==> src/rtl/key_event_encoder.sv <==
// Debounces 16 scanned keys per frame, turns accepted changes into press/release
// events and queues them in a show-ahead FIFO behind a valid/ready handshake.
module key_event_encoder #(
    parameter int unsigned DEBOUNCE_FRAMES = 3,
    parameter int unsigned FIFO_DEPTH      = 4
) (
    input  logic        clk,
    input  logic        nrst,
    input  logic [15:0] key,
    input  logic        tc,
    input  logic        ev_ready,
    output logic        ev_valid,
    output logic [4:0]  ev_code,
    output logic [15:0] stable,
    output logic        pending_any
);

    localparam int unsigned CW = $clog2(DEBOUNCE_FRAMES + 1);
    localparam int unsigned PW = (FIFO_DEPTH > 1) ? $clog2(FIFO_DEPTH) : 1;
    localparam int unsigned NW = $clog2(FIFO_DEPTH + 1);
    localparam logic [CW-1:0] CNT_LAST = CW'(DEBOUNCE_FRAMES - 1);
    localparam logic [NW-1:0] FULL_CNT = NW'(FIFO_DEPTH);

    logic          tc_q;
    logic          frame_c;
    logic [CW-1:0] cnt      [16];
    logic [CW-1:0] cnt_next [16];
    logic [15:0]   stable_next;
    logic [15:0]   flip;
    logic [15:0]   pending;
    logic [15:0]   pending_next;
    logic [15:0]   push_mask;
    logic          push;
    logic [4:0]    push_data;
    logic          pop;
    logic [4:0]    mem [FIFO_DEPTH];
    logic [PW-1:0] wr_ptr;
    logic [PW-1:0] rd_ptr;
    logic [PW-1:0] rd_ptr_next;
    logic [NW-1:0] count;
    logic [NW-1:0] count_next;
    logic [4:0]    ev_code_next;

    assign frame_c = tc & ~tc_q;

    // Per-key debounce: a change is accepted after DEBOUNCE_FRAMES disagreeing frames.
    always_comb begin
        cnt_next    = cnt;
        stable_next = stable;
        flip        = '0;
        if (frame_c) begin
            for (int i = 0; i < 16; i++) begin
                if (key[i] == stable[i]) begin
                    cnt_next[i] = '0;
                end else if (cnt[i] == CNT_LAST) begin
                    stable_next[i] = key[i];
                    cnt_next[i]    = '0;
                    flip[i]        = 1'b1;
                end else begin
                    cnt_next[i] = cnt[i] + CW'(1);
                end
            end
        end
    end

    // Serializer: lowest pending index wins; a full FIFO simply holds pending bits.
    always_comb begin
        push      = 1'b0;
        push_mask = '0;
        push_data = '0;
        if (count != FULL_CNT) begin
            for (int i = 15; i >= 0; i--) begin
                if (pending[i]) begin
                    push         = 1'b1;
                    push_mask    = '0;
                    push_mask[i] = 1'b1;
                    push_data    = {stable[i], 4'(i)};
                end
            end
        end
    end

    assign pop          = ev_valid & ev_ready;
    assign pending_next = (pending & ~push_mask) ^ flip;
    assign count_next   = count + NW'(push) - NW'(pop);
    assign rd_ptr_next  = rd_ptr + PW'(pop);

    // Head register: bypass the pushed entry when it becomes the only one.
    always_comb begin
        ev_code_next = ev_code;
        if (count_next != '0) begin
            if (push && ((count - NW'(pop)) == '0)) begin
                ev_code_next = push_data;
            end else begin
                ev_code_next = mem[rd_ptr_next];
            end
        end
    end

    always_ff @(posedge clk) begin
        if (push) begin
            mem[wr_ptr] <= push_data;
        end
    end

    always_ff @(posedge clk or negedge nrst) begin
        if (!nrst) begin
            tc_q        <= 1'b0;
            stable      <= '0;
            pending     <= '0;
            pending_any <= 1'b0;
            wr_ptr      <= '0;
            rd_ptr      <= '0;
            count       <= '0;
            ev_valid    <= 1'b0;
            ev_code     <= '0;
            for (int i = 0; i < 16; i++) begin
                cnt[i] <= '0;
            end
        end else begin
            tc_q        <= tc;
            stable      <= stable_next;
            pending     <= pending_next;
            pending_any <= |pending_next;
            wr_ptr      <= wr_ptr + PW'(push);
            rd_ptr      <= rd_ptr_next;
            count       <= count_next;
            ev_valid    <= (count_next != '0);
            ev_code     <= ev_code_next;
            for (int i = 0; i < 16; i++) begin
                cnt[i] <= cnt_next[i];
            end
        end
    end

endmodule

==> config.mk <==
export PLATFORM = sky130hd
export DESIGN_NAME = key_event_encoder
export DESIGN_NICKNAME = d
export VERILOG_FILES = /design/src/rtl/key_event_encoder.sv
export SDC_FILE = /design/constraint.sdc
export NUM_CORES = 1
export LEC_CHECK = 0
export CAP_MARGIN = 15
export CORE_ASPECT_RATIO = 2
export CORE_MARGIN = 5
export CORE_UTILIZATION = 50
export CTS_CLUSTER_SIZE = 30
export DETAILED_ROUTE_END_ITERATION = 10
export GPL_TIMING_DRIVEN = 0
export PLACE_DENSITY = 0.8
export SLEW_MARGIN = 20
export SYNTH_ARGS = -nofsm -noshare
export SYNTH_HDL_FRONTEND = slang
export SYNTH_SLANG_ARGS = --single-unit
==> constraint.sdc <==
create_clock -name clk -period 3.86 [get_ports clk]
set_input_delay 0.386 -clock clk [delete_from_list [all_inputs] [get_ports clk]]
set_output_delay 0.386 -clock clk [all_outputs]
set_load 0.03 [all_outputs]
[Word-level counts from Yosys, hierarchy flattened]
Memory sizes are Yosys's and may differ from the RTL's.
Cells that the tools add are included.
Storage, ports and cells
  bits in latches: 0
  RAM bits: 20
  output and inout port bits: 23
  register bits: 79
  logic and storage cells: 256
  memories kept: 1
  ROM bits: 0
Memory list
  mem: words 4, bits a word 5, read ports 1, clocked after memory_dff 0, write ports 1, RTL line 36  | logic [4:0] mem [FIFO_DEPTH];
Cells by class
  eq/ne operators: 33
  reduce and logical (&&, ||, !) cells: 20
  bitwise logic cells: 22
  divide/modulo/power cells: 0
  shift operators: 0
  magnitude comparators: 0
  multipliers: 0
  add/subtract/negate cells: 21
  muxes and demuxes: 119
Operators by type and width (count)
  $mux 16: 18
  $mux 5: 18
  $mux 2: 32
  $mux 1: 51
  $reduce_and 3->1: 16
  $add 2x1->2 const B: 16
  $eq 2x2->1 const B: 16
  $not 1->1: 17
  $and 16x16->16: 1
  $eq 1x1->1: 16
  $not 16->16: 1
  $reduce_or 16->1: 1
  $xor 16x16->16: 1
  $sub 3x1->3: 2
  $add 2x1->2: 2
  $add 3x1->3: 1
  $logic_not 3->1: 1
  $ne 3x3->1 const B: 1
  $reduce_bool 3->1: 1
  $and 1x1->1: 2
  $logic_and 1x1->1: 1

[Logic depth before layout (Yosys ltp)]
Gate-level depths: netlist of the first run.
  depth after elaboration: 21
  mapped depth: 13
  gate-level depth less buffers: 10

[Worst setup path after synthesis of the first run]
No wires, ideal clock.
  kind: flip-flop to flip-flop
  from: reg pending[8]
  to: reg ev_code[0]
  arrival: 3.071 ns
  clock period less this slack: 3.213 ns
  setup slack: 0.647 ns
  path buffers: 2
  data required time: 3.719 ns
  stages on the path, launching flop included: 13
  cell sequence: dfrtp_1 > buf_2 > or4_1 > nor3_1 > a31oi_1 > ha_1 > fa_1 > xnor2_1 > xnor2_1 > or3_1 > clkbuf_1 > nor2_1 > a31oi_1
On the way
  word-level cells in the longest chain between the ends: 13
  elaborated cells on any way between the ends: 25
  classes of those cells: add/sub (2); mux (21); reduce/logical (2)
RTL lines
  from (decl): RTL line 30  | logic [15:0] pending;
  from (signal assigned): RTL line 123  | pending <= pending_next;
  $mux 1 (9 in series): RTL line 73  | if (pending[i]) begin
  $mux 1: RTL line 71  | if (count != FULL_CNT) begin
  $add 3x1->3: RTL line 85  | assign count_next = count + NW'(push) - NW'(pop);
  $sub 3x1->3: RTL line 85
  net count_next[2]: RTL line 41  | logic [NW-1:0] count_next;
  $reduce_bool 3->1: RTL line 91  | if (count_next != '0) begin
  to (signal assigned): RTL line 129  | ev_code <= ev_code_next;
  to (decl): RTL line 13  | output logic [4:0] ev_code,
The timed path passes the listed nets, and every way through them passes these cells.
A chain may end at the register's enable or synchronous reset.

[Final worst setup path of the first run]
  from: reg pending[8]
  to: reg ev_code[3]
Same word-level chain as after synthesis.

==> flow_metrics.env, run 1 <==
export IMPL_run_status="complete, no violations"
export IMPL_first_pass_iters=7
export IMPL_worstPathRequired_ns=4.08
export IMPL_power_density_mw_per_mm2=765
export IMPL_grt_overflow_total=0
export IMPL_antenna_found_initial=0
export IMPL_nets=523
export IMPL_place_inst=589
export IMPL_rr_startpoint="pending[8]"
export IMPL_synth_distinct_cells=58
export IMPL_setup_violations=0
export IMPL_start_util_pct=51.4
export IMPL_synth_cells=442
export IMPL_ant_nets=0
export IMPL_rsz0062_at_grt="false"
export IMPL_die_y_um=149
export IMPL_synthesis_nets=468
export IMPL_grt_pass1_wl_um=18300
export IMPL_gp_congestion=0.885
export IMPL_tightest_slew_ns=0.771
export IMPL_routed_via_count=3530
export IMPL_clockBufferDepth=2
export IMPL_grt_start_max_net_pins=59
export IMPL_fin_skew_ns=0.00480
export IMPL_dieWidth_um=79.5
export IMPL_critical_path_max_stage_delay_ns=0.65
export IMPL_grt_pass1_vias=3705
export IMPL_synth_edf_count=20
export IMPL_p_total_mw=4.36
export IMPL_startpoint_type="flop"
export IMPL_wl_per_cell_um=18.0
export IMPL_ctsHtreeMaxLevel=3
export IMPL_wl_um=10900
export IMPL_critPathSlowestCell="or4_1"
export IMPL_relSlewSlack_pct=48.5
export IMPL_crit_start="pending[8]"
export IMPL_cp_cell_sequence="buf_2 -> or4_1 -> nor3_2 -> a31oi_1 -> ha_1 -> fa_1 -> xnor2_1 -> xnor2_1 -> or3_1 -> clkbuf_1 -> nor2_1 -> a21oi_1"
export IMPL_final_cells=606
export IMPL_critical_path_class="reg -> reg"
export IMPL_worstPathMaxFanout=10
export IMPL_max_freq_ghz=0.281
export IMPL_ys_warnings_count=0
export IMPL_async_reset_ff_share_pct=79.8
export IMPL_irDropWorstVdd_v=0.000359
export IMPL_seq_area_frac_synth_pct=53.4
export IMPL_design_core_area_mm2=0.00938
export IMPL_drive_above_1_share_pct=9.96
export IMPL_hold_class="in -> async"
export IMPL_cts_root_buf="clkbuf_16"
export IMPL_insertion_delay_ns=0.35
export IMPL_drc=0
export IMPL_crit_family="simple AND/OR/NAND/NOR gates"
export IMPL_cap_violations=0
export IMPL_syn_avg_cell_area_um2=10.9
export IMPL_rows=50
export IMPL_synthFlopType="dfrtp_1"
export IMPL_critPathBufInv=2
export IMPL_area_delta_synth_final_pct=18.1
export IMPL_drt_iter0_markers=219
export IMPL_tritoncts="yes"
export IMPL_end_kind="flop"
export IMPL_critical_path_arrival_ns=3.77
export IMPL_numPortBuffers=42
export IMPL_antenna_cells=0
export IMPL_hold_violations=0
export IMPL_vias_per_cell=5.83
export IMPL_dp_hpwl_um=8170
export IMPL_layout_common_cells="dfrtp_1 (79), nand2_1 (71), clkdlybuf4s50_1 (41), xor2_1 (31), o21ai_0 (25)"
export IMPL_numClockSinks=99
export IMPL_final_common_cell="dfrtp_1"
export IMPL_drv_slew=0
export IMPL_die_area_mm2=0.0118
export IMPL_netlist_area_mm2=0.00483
export IMPL_min_period_ns=3.56
export IMPL_cts_made_buffers=9
export IMPL_finalCritPeriodShare_pct=92.2
export IMPL_leakagePower_nw=2.36
export IMPL_ys_seq_elements=99
export IMPL_critPathMostFrequentCell="xnor2_1"
export IMPL_clk_pin_slew_worst_paths_ns=0.06
export IMPL_globalRouteTotalUtil_pct=20.0
export IMPL_io_pins=43
==> sequential cells by signal, indices dropped and copies added, names as in the netlist <==
register	count
pending	16
cnt	32
stable	16
pending_any	1
tc_q	1
ev_code	5
ev_valid	1
rd_ptr	2
count	3
wr_ptr	2
mem	20
==> Yosys cell counts (2+ instances only) <==
library cell / n / area, um2
nand3_1: 15 / 75.1
xnor2_1: 6 / 52.6
inv_1: 15 / 56.3
or4_1: 4 / 30.0
nor2b_1: 4 / 25.0
buf_1: 3 / 11.3
o21ai_0: 25 / 125
or4_4: 2 / 22.5
a22o_1: 2 / 17.5
o21bai_1: 2 / 15.0
nor3b_1: 15 / 113
xor2_1: 31 / 272
nand4_1: 2 / 12.5
a21oi_1: 14 / 70.1
ha_1: 5 / 62.6
o31ai_2: 2 / 25.0
mux2_2: 12 / 135
nor3_1: 4 / 20.0
mux4_2: 5 / 113
mux2i_1: 2 / 20.0
or3_1: 6 / 37.5
o21ai_1: 2 / 10.0
edfxtp_1: 20 / 601
nand2_1: 71 / 267
o31ai_1: 18 / 135
nand2b_1: 3 / 18.8
a21o_1: 2 / 15.0
o31a_1: 2 / 17.5
nor4bb_1: 3 / 30.0
buf_2: 4 / 20.0
nor4_1: 2 / 12.5
dfrtp_1: 79 / 1980
clkbuf_1: 12 / 45.0
a31oi_1: 4 / 25.0
o41ai_1: 4 / 35.0
a211oi_1: 2 / 15.0
nor2_1: 17 / 63.8
==> cell type report <==
| type | count | area, um2 |
|---|---|---|
| clock buffers | 15 | 278 |
| multi-input cells | 307 | 2100 |
| plain buffers | 21 | 95.1 |
| clock inverters | 1 | 7.51 |
| flip-flops and latches | 99 | 2580 |
| inverters | 15 | 56.3 |
| well taps | 104 | 130 |
| repair buffers | 44 | 455 |
| fillers | 756 | 3680 |
==> per-layer routing <==
metal	wire length, um	up-vias	track usage [%]
li1	-	1684	-
met1	4020	1746	22.0
met2	6100	75	36.0
met3	360	25	4.05
met4	404	0	9.55
met5	0	-	0
==> per-stage QoR <==
stage	hold WS [ns]	TNS, ns	setup slack [ns]	cell area [um2]	util [%]
6_report	0.489	0	0.302	5700	60.8
2_1_floorplan	0.0904	0	0.647	4830	-
3_5_place_dp	0.313	0	0.193	5400	57.6
3_3_place_gp	0.472	-27.45	-0.357	5380	57.3
5_1_grt	0.521	0	0.0778	5700	60.8
4_1_cts	0.493	0	0.182	5700	60.7
==> what timing repair did <==
action / 4_1_cts / 5_1_grt
buffers inserted: 0 / 0
hold buffers: 1 / 0
hold endpoints to repair: 21 / 0
endpoints found under the setup margin: 0 / 5
resized for setup: 0 / 1
==> final timing paths <==
kind,slack (ns),endpoint,cells after the start
max,0.30,ev_code[3],12
min,0.49,wr_ptr[1],2
max reg2reg,0.30,ev_code[3],12
min reg2reg,0.50,cnt[2],1
max in group asynchronous,2.77,stable[1],3
min in group clk,0.50,cnt[2],1
==> where the power goes <==
group          switching (mW)  internal [mW]  total (mW)  leakage, nW
logic                   0.973          0.745        1.72         1.02
clock network           0.366          0.491       0.856        0.136
registers               0.315           1.47        1.79         1.20
==> cells by family after synthesis <==
family	Yosys count	share of synthesized area, %
adders and majority gates	6	1.71
muxes	19	5.55
and+or+nand+nor	158	17.1
buffers and inverters	36	3.14
xor gates and xnor gates	37	6.72
DFF	99	53.4
AOI/OAI and AO/OA	87	12.3
Note: power is estimated with default switching activity, not from simulation.
==> run 2: changes to the inputs <==
--- a/config.mk
+++ b/config.mk
@@ -5,8 +5,8 @@
 export SDC_FILE = /design/constraint.sdc
 export NUM_CORES = 1
 export LEC_CHECK = 0
-export CAP_MARGIN = 15
-export CORE_ASPECT_RATIO = 2
+export CAP_MARGIN = 0
+export CORE_ASPECT_RATIO = 1.1
 export CORE_MARGIN = 5
 export CORE_UTILIZATION = 50
 export CTS_CLUSTER_SIZE = 30
==> run 2 against run 1 <==
Compared with the run above: combinational power about the same; sequential cell count unchanged; via count down 0.51%; first-iteration DRC count up 13%; final area down 1.5%; core utilization down 0.99 points; critical path depth down 1; global-route usage down 1.6 points; worst hold slack better by 0.0022 ns; worst setup slack worse by 0.028 ns; register-to-register slack worse by 0.03 ns; sequential power about the same.
==> flow_metrics.env, run 2 (same netlist as run 1, synthesis figures left out) <==
export IMPL_largestRegisters="cnt x32, mem x20"
export IMPL_power_density_mw_per_mm2=735
export IMPL_tritoncts="yes"
export IMPL_drc=0
export IMPL_finalCritPeriodShare_pct=92.9
export IMPL_grt_start_max_net_pins=51
export IMPL_first_pass_iters=5
export IMPL_worstPathMaxFanout=11
export IMPL_ctsHtreeMaxLevel=3
export IMPL_rows=37
export IMPL_rsz0062_at_grt="false"
export IMPL_startpoint_type="flop"
export IMPL_critical_path_arrival_ns=3.87
export IMPL_p_total_mw=4.13
export IMPL_place_inst=602
export IMPL_end_kind="flop"
export IMPL_grt_pass1_vias=3625
export IMPL_cts_root_buf="clkbuf_8"
export IMPL_hold_class="in -> async"
export IMPL_critPathMostFrequentCell="xnor2_1"
export IMPL_grt_pass1_wl_um=17600
export IMPL_antenna_cells=0
export IMPL_relSlewSlack_pct=42.8
export IMPL_routed_via_count=3512
export IMPL_globalRouteTotalUtil_pct=18.5
export IMPL_cap_violations=0
export IMPL_numClockSinks=99
export IMPL_antenna_found_initial=0
export IMPL_drv_slew=0
export IMPL_clk_pin_slew_worst_paths_ns=0.10
export IMPL_dp_hpwl_um=7850
export IMPL_clockBufferDepth=2
export IMPL_grt_overflow_total=0
export IMPL_critical_path_class="reg -> reg"
export IMPL_start_util_pct=51.4
export IMPL_min_period_ns=3.59
export IMPL_wl_per_cell_um=17.0
export IMPL_design_core_area_mm2=0.00940
export IMPL_dieWidth_um=104
export IMPL_tightest_slew_ns=0.855
export IMPL_fin_skew_ns=0.0115
export IMPL_cts_made_buffers=9
export IMPL_insertion_delay_ns=0.37
export IMPL_run_status="complete, no violations"
export IMPL_multi_input_area_mm2=0.00210
export IMPL_cp_cell_sequence="buf_2 -> or4_1 -> nor3_2 -> a31oi_1 -> ha_1 -> fa_1 -> xnor2_1 -> xnor2_1 -> or3_1 -> o211a_1 -> a21oi_1"
export IMPL_hold_violations=0
export IMPL_die_y_um=113
export IMPL_largest_register_ffs=32
export IMPL_setup_violations=0
export IMPL_final_cells=618
export IMPL_irDropWorstVdd_v=0.000406
export IMPL_post_cts_buffers=0
export IMPL_hold_ws_ns=0.491
export IMPL_nets=522
export IMPL_regMostFlops="cnt"
export IMPL_critical_path_max_stage_delay_ns=0.67
export IMPL_critPathSlowestCell="or4_1"
export IMPL_io_pins=43
export IMPL_die_area_mm2=0.0117
export IMPL_ant_nets=0
export IMPL_register_area_mm2=0.00258
export IMPL_area_delta_synth_final_pct=16.4
export IMPL_final_common_cell="dfrtp_1"
export IMPL_max_freq_ghz=0.279
export IMPL_wl_um=10500
export IMPL_worstPathRequired_ns=4.15
export IMPL_layout_common_cells="dfrtp_1 (79), nand2_1 (71), clkdlybuf4s50_1 (41), xor2_1 (31), o21ai_0 (25)"
export IMPL_gp_congestion=0.849
export IMPL_drt_iter0_markers=248
export IMPL_vias_per_cell=5.68
export IMPL_drive_above_1_share_pct=10.6
export IMPL_numPortBuffers=42
export IMPL_leakagePower_nw=2.32
export IMPL_fillers=763
## run 2: report_power, final
part	leakage, nW	internal, mW	switching [mW]	total (mW)
registers	1.20	1.47	0.309	1.78
logic	1.02	0.743	0.975	1.72
clock network	0.0997	0.272	0.359	0.631
total	2.32	2.48	1.64	4.13
## run 2: per-stage QoR
stage	TNS (ns)	setup slack [ns]	util, %	instance area [um2]
finish	0	0.275	59.8	5620
global route	0	0.0139	59.8	5620
CTS	0	0.172	59.8	5620
detailed placement	0	0.202	57.6	5420
global placement	-25.22	-0.323	57.4	5390
floorplan	0	0.647	-	4830
## run 2: area by class of cell
type                       count  area share, %
inverter                      15           1.00
multi-input combinational    307           37.4
clock buffer                  11           2.70
tap                          117           2.61
clock inverter                 5          0.646
timing repair buffer          44           8.11
buffer                        20           1.63
sequential                    99           45.9
## run 2: repair_timing
| action | in CTS | in global routing |
|---|---|---|
| setup endpoints to repair | 0 | 5 |
| gates resized for setup | 0 | 1 |
| hold buffers | 1 | 0 |
| hold endpoints to repair | 29 | 0 |
## run 2: path summary, 6_finish.rpt
check / depth (start not counted) / to / slack [ns] / startpoint
min: 2 / cnt[10] / 0.49 / nrst
max: 11 / ev_code[4] / 0.27 / pending[8]
max in group asynchronous: 3 / cnt[31] / 2.79 / nrst
min in group clk: 1 / cnt[24] / 0.50 / cnt[25]
min reg2reg: 1 / cnt[24] / 0.50 / cnt[25]
max reg2reg: 11 / ev_code[4] / 0.27 / pending[8]
## run 2: worst max-delay path: cells and delay by family, from the launching register on
family | cells | cell delay (ns)
compound gates | 3 | 0.57
simple gates | 3 | 1.41
buf+inv | 1 | 0.18
flops | 1 | 0.36
fa+ha+maj | 2 | 0.68
xor+xnor | 2 | 0.30
## run 2: per-layer routing
layer  share of wire (%)  GRT usage [%]
met5                   0              0
met4                 1.5           6.04
met3                 3.4           3.71
met2                  52           32.5
met1                  43           22.9
==> run 3: changes to the inputs <==
--- a/config.mk
+++ b/config.mk
@@ -11,8 +11,8 @@
 export CORE_UTILIZATION = 50
 export CTS_CLUSTER_SIZE = 30
 export DETAILED_ROUTE_END_ITERATION = 10
-export GPL_TIMING_DRIVEN = 0
-export PLACE_DENSITY = 0.8
+export HOLD_SLACK_MARGIN = 0.1
+export PLACE_DENSITY = 0.78
 export SLEW_MARGIN = 20
 export SYNTH_ARGS = -nofsm -noshare
 export SYNTH_HDL_FRONTEND = slang
==> run 3 against run 2 <==
Compared with the run above: worst hold slack better by 0.0073 ns; core utilization down 0.91 points; critical path type unchanged; register-to-register slack better by 0.16 ns; largest cell class unchanged; maximum frequency up 4.7%.
==> flow_metrics.env, run 3 (same netlist as run 1, synthesis figures left out) <==
export IMPL_start_util_pct=51.4
export IMPL_power_frac_clock_pct=15.0
export IMPL_relSlewSlack_pct=33.2
export IMPL_swShare_pct=39.6
export IMPL_leakagePower_nw=2.28
export IMPL_cts_made_buffers=9
export IMPL_netSwitchingPower_mw=1.60
export IMPL_ctsHtreeMaxLevel=3
export IMPL_wl_per_cell_um=15.8
export IMPL_seq_power_share_pct=44.0
export IMPL_ant_nets=0
export IMPL_largest_register_ffs=32
export IMPL_postLayoutCellArea_mm2=0.00553
export IMPL_dieWidth_um=104
export IMPL_nets=506
export IMPL_dp_hpwl_um=7000
export IMPL_p_total_mw=4.05
export IMPL_cts_repair_resized=0
export IMPL_comb_power_share_pct=41.0
export IMPL_clockBufferDepth=2
export IMPL_gp_congestion=0.833
export IMPL_tightest_slew_ns=0.997
export IMPL_cts_root_buf="clkbuf_8"
export IMPL_irDropWorstVdd_v=0.000369
export IMPL_area_delta_synth_final_pct=14.6
export IMPL_max_freq_ghz=0.292
export IMPL_min_period_ns=3.42
export IMPL_dpl_worst_slack_ns=0.462
export IMPL_setup_slack_ns=0.436
export IMPL_startpoint_type="flop"
export IMPL_drc=0
export IMPL_cell_internal_pwr_mw=2.45
export IMPL_post_route_util_pct=58.9
export IMPL_antenna_cells=0
export IMPL_fin_skew_ns=0.00949
export IMPL_final_cells=601
export IMPL_drv_slew=0
export IMPL_numClockSinks=99
export IMPL_worstPathMaxFanout=12
export IMPL_routed_via_count=3391
export IMPL_critical_path_arrival_ns=3.72
export IMPL_grt_pass1_wl_um=16200
export IMPL_tns_ns=0
export IMPL_finalCritPeriodShare_pct=88.7
export IMPL_clk_pin_slew_worst_paths_ns=0.09
export IMPL_place_area_mm2=0.00533
export IMPL_final_common_cell="dfrtp_1"
export IMPL_cap_violations=0
export IMPL_r2r_slack_ns=0.44
export IMPL_insertion_delay_ns=0.36
export IMPL_regMostFlops="cnt"
export IMPL_first_pass_iters=4
export IMPL_wl_um=9470
export IMPL_antenna_found_initial=0
export IMPL_grt_overflow_total=0
export IMPL_tritoncts="yes"
export IMPL_io_pins=43
export IMPL_hold_violations=0
export IMPL_numPortBuffers=42
export IMPL_run_status="complete, no violations"
export IMPL_globalRouteTotalUtil_pct=17.0
export IMPL_rsz0062_at_grt="false"
export IMPL_drt_iter0_markers=146
export IMPL_design_core_area_mm2=0.00940
export IMPL_die_y_um=113
export IMPL_end_kind="flop"
export IMPL_grt_pass1_vias=3327
export IMPL_worstPathRequired_ns=4.16
export IMPL_largestRegisters="cnt x32, mem x20"
export IMPL_hold_class="reg -> reg"
export IMPL_critical_path_class="reg -> reg"
export IMPL_setup_violations=0
export IMPL_layout_common_cells="dfrtp_1 (79), nand2_1 (71), clkdlybuf4s50_1 (41), xor2_1 (31), o21ai_0 (25)"
export IMPL_grt_start_max_net_pins=80
export IMPL_rows=37
export IMPL_place_inst=584
export IMPL_hold_ws_ns=0.499
export IMPL_vias_per_cell=5.64
export IMPL_die_area_mm2=0.0117
export IMPL_power_density_mw_per_mm2=732
export IMPL_drive_above_1_share_pct=10.3
run 3: metal layers:
metal | routed length [um] | track usage [%]
met4 | 145 | 5.27
met1 | 4200 | 21.7
met3 | 295 | 4.05
met5 | 0 | 0
met2 | 4830 | 28.9
run 3: power by group through the flow:
stage / logic [mW] / registers (mW) / clock network (mW)
3_3_place_gp: 1.61 / 1.77 / 0
3_5_place_dp: 1.68 / 1.80 / 0
2_1_floorplan: 0.976 / 1.94 / 0
4_1_cts: 1.68 / 1.78 / 0.619
5_1_grt: 1.85 / 1.84 / 0.676
6_report: 1.66 / 1.78 / 0.607
run 3: worst max-delay path: stages (launching register included):
cell and delay, ns:
dfrtp_1 0.49, or4_1 0.71, nor2_1 0.19, a31oi_1 0.20
ha_1 0.30, fa_1 0.37, xnor2_1 0.15, xnor2_1 0.14
or3_1 0.49, o211a_1 0.19, a21oi_1 0.13
run 3: final cells by class:
class	instances	area, um2
Inverter	15	56.3
Timing Repair Buffer	48	478
Fill cell	776	3870
Tap cell	117	146
Clock buffer	10	138
Sequential cell	99	2580
Multi-Input combinational cell	307	2100
Clock inverter	5	36.3
run 3: repair_timing:
| item | in CTS | in global routing |
|---|---|---|
| setup endpoints to repair | 0 | 0 |
| buffers inserted | 0 | 0 |
| endpoints found under the hold margin | 0 | 38 |
| hold buffers | 0 | 1 |
run 3: worst paths after layout:
check	end	from	cells after the start
max	ev_code[4]	pending[0]	10
min	cnt[16]	cnt[17]	1
max reg2reg	ev_code[4]	pending[0]	10
min reg2reg	cnt[16]	cnt[17]	1
max in group asynchronous	pending[4]	nrst	3
min in group asynchronous	cnt[11]	nrst	2
==> RTL edit 1 (settings of run 2) <==
Change the parameter `FIFO_DEPTH` from 4 to 8.
--- a/src/rtl/key_event_encoder.sv
+++ b/src/rtl/key_event_encoder.sv
@@ -3,5 +3,5 @@
 module key_event_encoder #(
     parameter int unsigned DEBOUNCE_FRAMES = 3,
-    parameter int unsigned FIFO_DEPTH      = 4
+    parameter int unsigned FIFO_DEPTH      = 8
 ) (
     input  logic        clk,
Function: same outputs for any inputs over 4 cycles, from zero or initial values and one cycle with nrst low; that may be too few to reach the edited logic, so the function may still have changed.
==> RTL edit 1 against run 2 <==
Final area grew 28%. Synthesized area grew 23%. Hold slack lost 38 ps. Fmax grew 7.7%. Setup slack gained 260 ps. Die area grew 21%. Total power grew 40%. Sequential cell count grew 23. Routed wire length grew 25%.
==> RTL edit 1: results (changes against run 2) <==
Largest stage delay, worst path 480 ps (-190 ps); CP max FO 10 (-1); Vias 4276 (+22%); net switching power figure 0.002058 W (+25%); register area share after synthesis 0.5488 (+0.01466); DRT iter0 DRCs 301 (+21%); Total Nets Final 603 (+16%); Reg clk slew, reported paths 50 ps (-50 ps); synthesized area per cell 11.69 um2 (+7.1%); Plain + repair buffers 62 (-3.1%); clkbuf count 20 (+9); highest clock rate 0.3004 GHz (+7.7%); # rows 41 (+11%); Top Registers mem (40), cnt (32); R2R Path End ev_code[2]; Worst-Skew Late Latency 400 ps (+30 ps); commonest cells in the netlist dfrtp_1 (82), nand2_1 (68), edfxtp_1 (40), o21ai_0 (31), xor2_1 (31); outcome finished, final reports clean; post-synth top area share 0.3461 (-0.06351); EDFF count, synth 40 (+100%); CTS buffer count 17 (+8); fraction of layout cells with a size suffix above 1 0.1355 (+0.02972); vias in the first global route 4546 (+25%); FF/Latch Area 3253 um2 (+26%); inverters 19 (+4); Fin Hold WS 453.4 ps (-38.02 ps); Area contributors post-synth dfrtp_1 (35%), edfxtp_1 (20%), xor2_1 (4.6%); wire length on met2 6997 um (+27%); GPL Wtd Cong 0.8494 (about the same); Placed Cells 700 (+16%); Top delay family on crit path adder cells; gr usage total 0.1941 (+0.009168); Global Route met3 Usage 0.04033 (+0.003251); met1 global-route usage 0.2350 (+0.005909); multiplexer area fraction after synthesis 0.08442 (+0.02894); Worst R2R Start count[2]; Crit-path slowest cell a31oi_1; wire length on met3 457 um (+30%); final wirelength 13140 um (+25%); Synth Area in XOR/XNOR 0.05023 (-0.01692); measured slew at the worst slew-check pin 805.0 ps (-50.48 ps); synthesized flop and latch total 122 (+23%); Worst IR Drop VDD 0.4487 mV (+10%); Clock buffers and inverters, area share 0.08310 (+0.04969); placed instance area 6561 um2 (+21%); GR met2 Demand/Resource 0.3383 (+0.01305); Multi-input comb cells 348 (+13%); global-route wire length before repair 22220 um (+26%); post-synthesis compound-gate area fraction 0.1013 (-0.02210); Cell variety after synth 64 (+10%); Signal buf overhead 0.07682 (-0.02053); Post-DP HPWL 9347 um (+19%); leakage power 2.937 nW (+27%); Worst Path Arrival 3600 ps (-270 ps); Place WS 555.2 ps (+352.9 ps); R2R setup slack 530 ps (+260 ps); # fillers 905 (+19%); WL met1 5412 um (+21%); Synth async-reset ratio 0.6721 (-0.1258)
-- RTL edit 1: changes by cell type in the layout (fill, tap and decap cells not counted), moves of 5 or more --
cell | run 2 | this run
edfxtp_1 | 20 | 40
clkbuf_16 | 0 | 17
nand3_1 | 15 | 26
clkbuf_8 | 11 | 1
mux2_2 | 12 | 20
ha_1 | 5 | 12
o21ai_0 | 25 | 31
mux4_2 | 5 | 10
nand2b_1 | 3 | 8
nor3b_1 | 15 | 10
-- RTL edit 1: power by group through the flow --
stage / logic, W / registers, W / clock network, W
final: 0.00204 / 0.00214 / 0.00158
after global routing: 0.00224 / 0.00219 / 0.00167
after CTS: 0.00206 / 0.00214 / 0.00160
after detailed placement: 0.00203 / 0.00215 / 0
after global placement: 0.00194 / 0.00212 / 0
after floorplan: 0.00122 / 0.00227 / 0
==> RTL edit 2 (settings of run 2) <==
Made on the original files. Reset style: synchronous (`nrst`), changed in one clocked block.
--- a/src/rtl/key_event_encoder.sv
+++ b/src/rtl/key_event_encoder.sv
@@ -104,5 +104,5 @@
     end
 
-    always_ff @(posedge clk or negedge nrst) begin
+    always_ff @(posedge clk) begin
         if (!nrst) begin
             tc_q        <= 1'b0;
Behaviour: not the same (a bounded check fails within 10 cycles, from zero or initial values and one cycle with nrst low; the reset may be asserted at any time).
==> RTL edit 2 against run 2 <==
Critical path depth stayed put. Via count is 3.1% higher. Final area is 4.6% lower. Hold slack better by 30 ps. Setup slack better by 97 ps. Routed wire length is 0.75% higher. Synthesized area is 4.8% lower. First-iteration DRC count is 13% lower. Sequential cell count stayed put. Highest routed layer unchanged.
Power is not compared: it rests on default switching activity, and its combinational part moved more than twofold at a synthesized area within 25%.
==> RTL edit 2: results (changes against run 2) <==
area of the multi-input gates 2300 um2 (+9.4%); Clock buffers and inverters, area share 0.03527 (+0.001857); commonest cells in the netlist dfxtp_1 (79), nor2_1 (66), mux2i_1 (34), xnor2_1 (31), and2_1 (22); largest net degree at the start of global routing 19 (-63%); met1 global-route usage 0.2483 (+0.01924); placed instance area 5155 um2 (-4.9%); wire length on met3 420 um (+19%); GPL Wtd Cong 0.8621 (+1.6%); Plain + repair buffers 63 (-1.6%); worst min path class reg -> reg; Vias 3622 (+3.1%); Global Route met3 Usage 0.02270 (-0.01438); syn_nets 493 (+5.3%); Final Util 0.6006 (+0.002932); Cell variety after synth 52 (-10%); Worst R2R Start pending[2]; R2R setup slack 370 ps (+100 ps); measured slew at the worst slew-check pin 803.4 ps (-52.02 ps); routed length per instance 16.56 um (-2.6%); R2R Path End ev_code[2]; WL met1 4567 um (+1.7%); GR met2 Demand/Resource 0.3377 (+0.01244); Chip Width 101.4 um (-2.2%); Total Nets Final 546 (+4.6%); global-route wire length before repair 17640 um (+0.35%); Area contributors post-synth dfxtp_1 (34%), edfxtp_1 (13%), mux2i_1 (7.4%); Post-DP HPWL 8080 um (+3.0%); Fin Hold WS 521.7 ps (+30.29 ps); outcome finished, final reports clean
-- RTL edit 2: logic make-up (layout without fill, tap and decap cells) --
kind of cell	after synthesis	in the layout	share of synthesized area
AND/OR/NAND/NOR	191	191	0.2180
flip-flops	99	99	0.4752
AO/OA/AOI/OAI	63	63	0.09292
adder cells (fa/ha/maj)	6	6	0.01798
XOR/XNOR	37	37	0.07057
multiplexers	39	39	0.09864
buffers and inverters	32	90	0.02670
-- RTL edit 2: worst max path at each step --
stage,startpoint,endpoint,slack [ps]
3_5_place_dp,pending[4],ev_code[2],200
2_1_floorplan,pending[8],ev_code[0],890
5_1_grt,pending[12],ev_code[1],100
4_1_cts,pending[4],ev_code[2],180
6_report,pending[2],ev_code[2],370
3_3_place_gp,pending[4],ev_code[0],420
-- RTL edit 2: repair_timing --
item / 4_1_cts / 5_1_grt
buffers inserted: 0 / 0
endpoints found under the setup margin: 0 / 6
resized for setup: 0 / 2
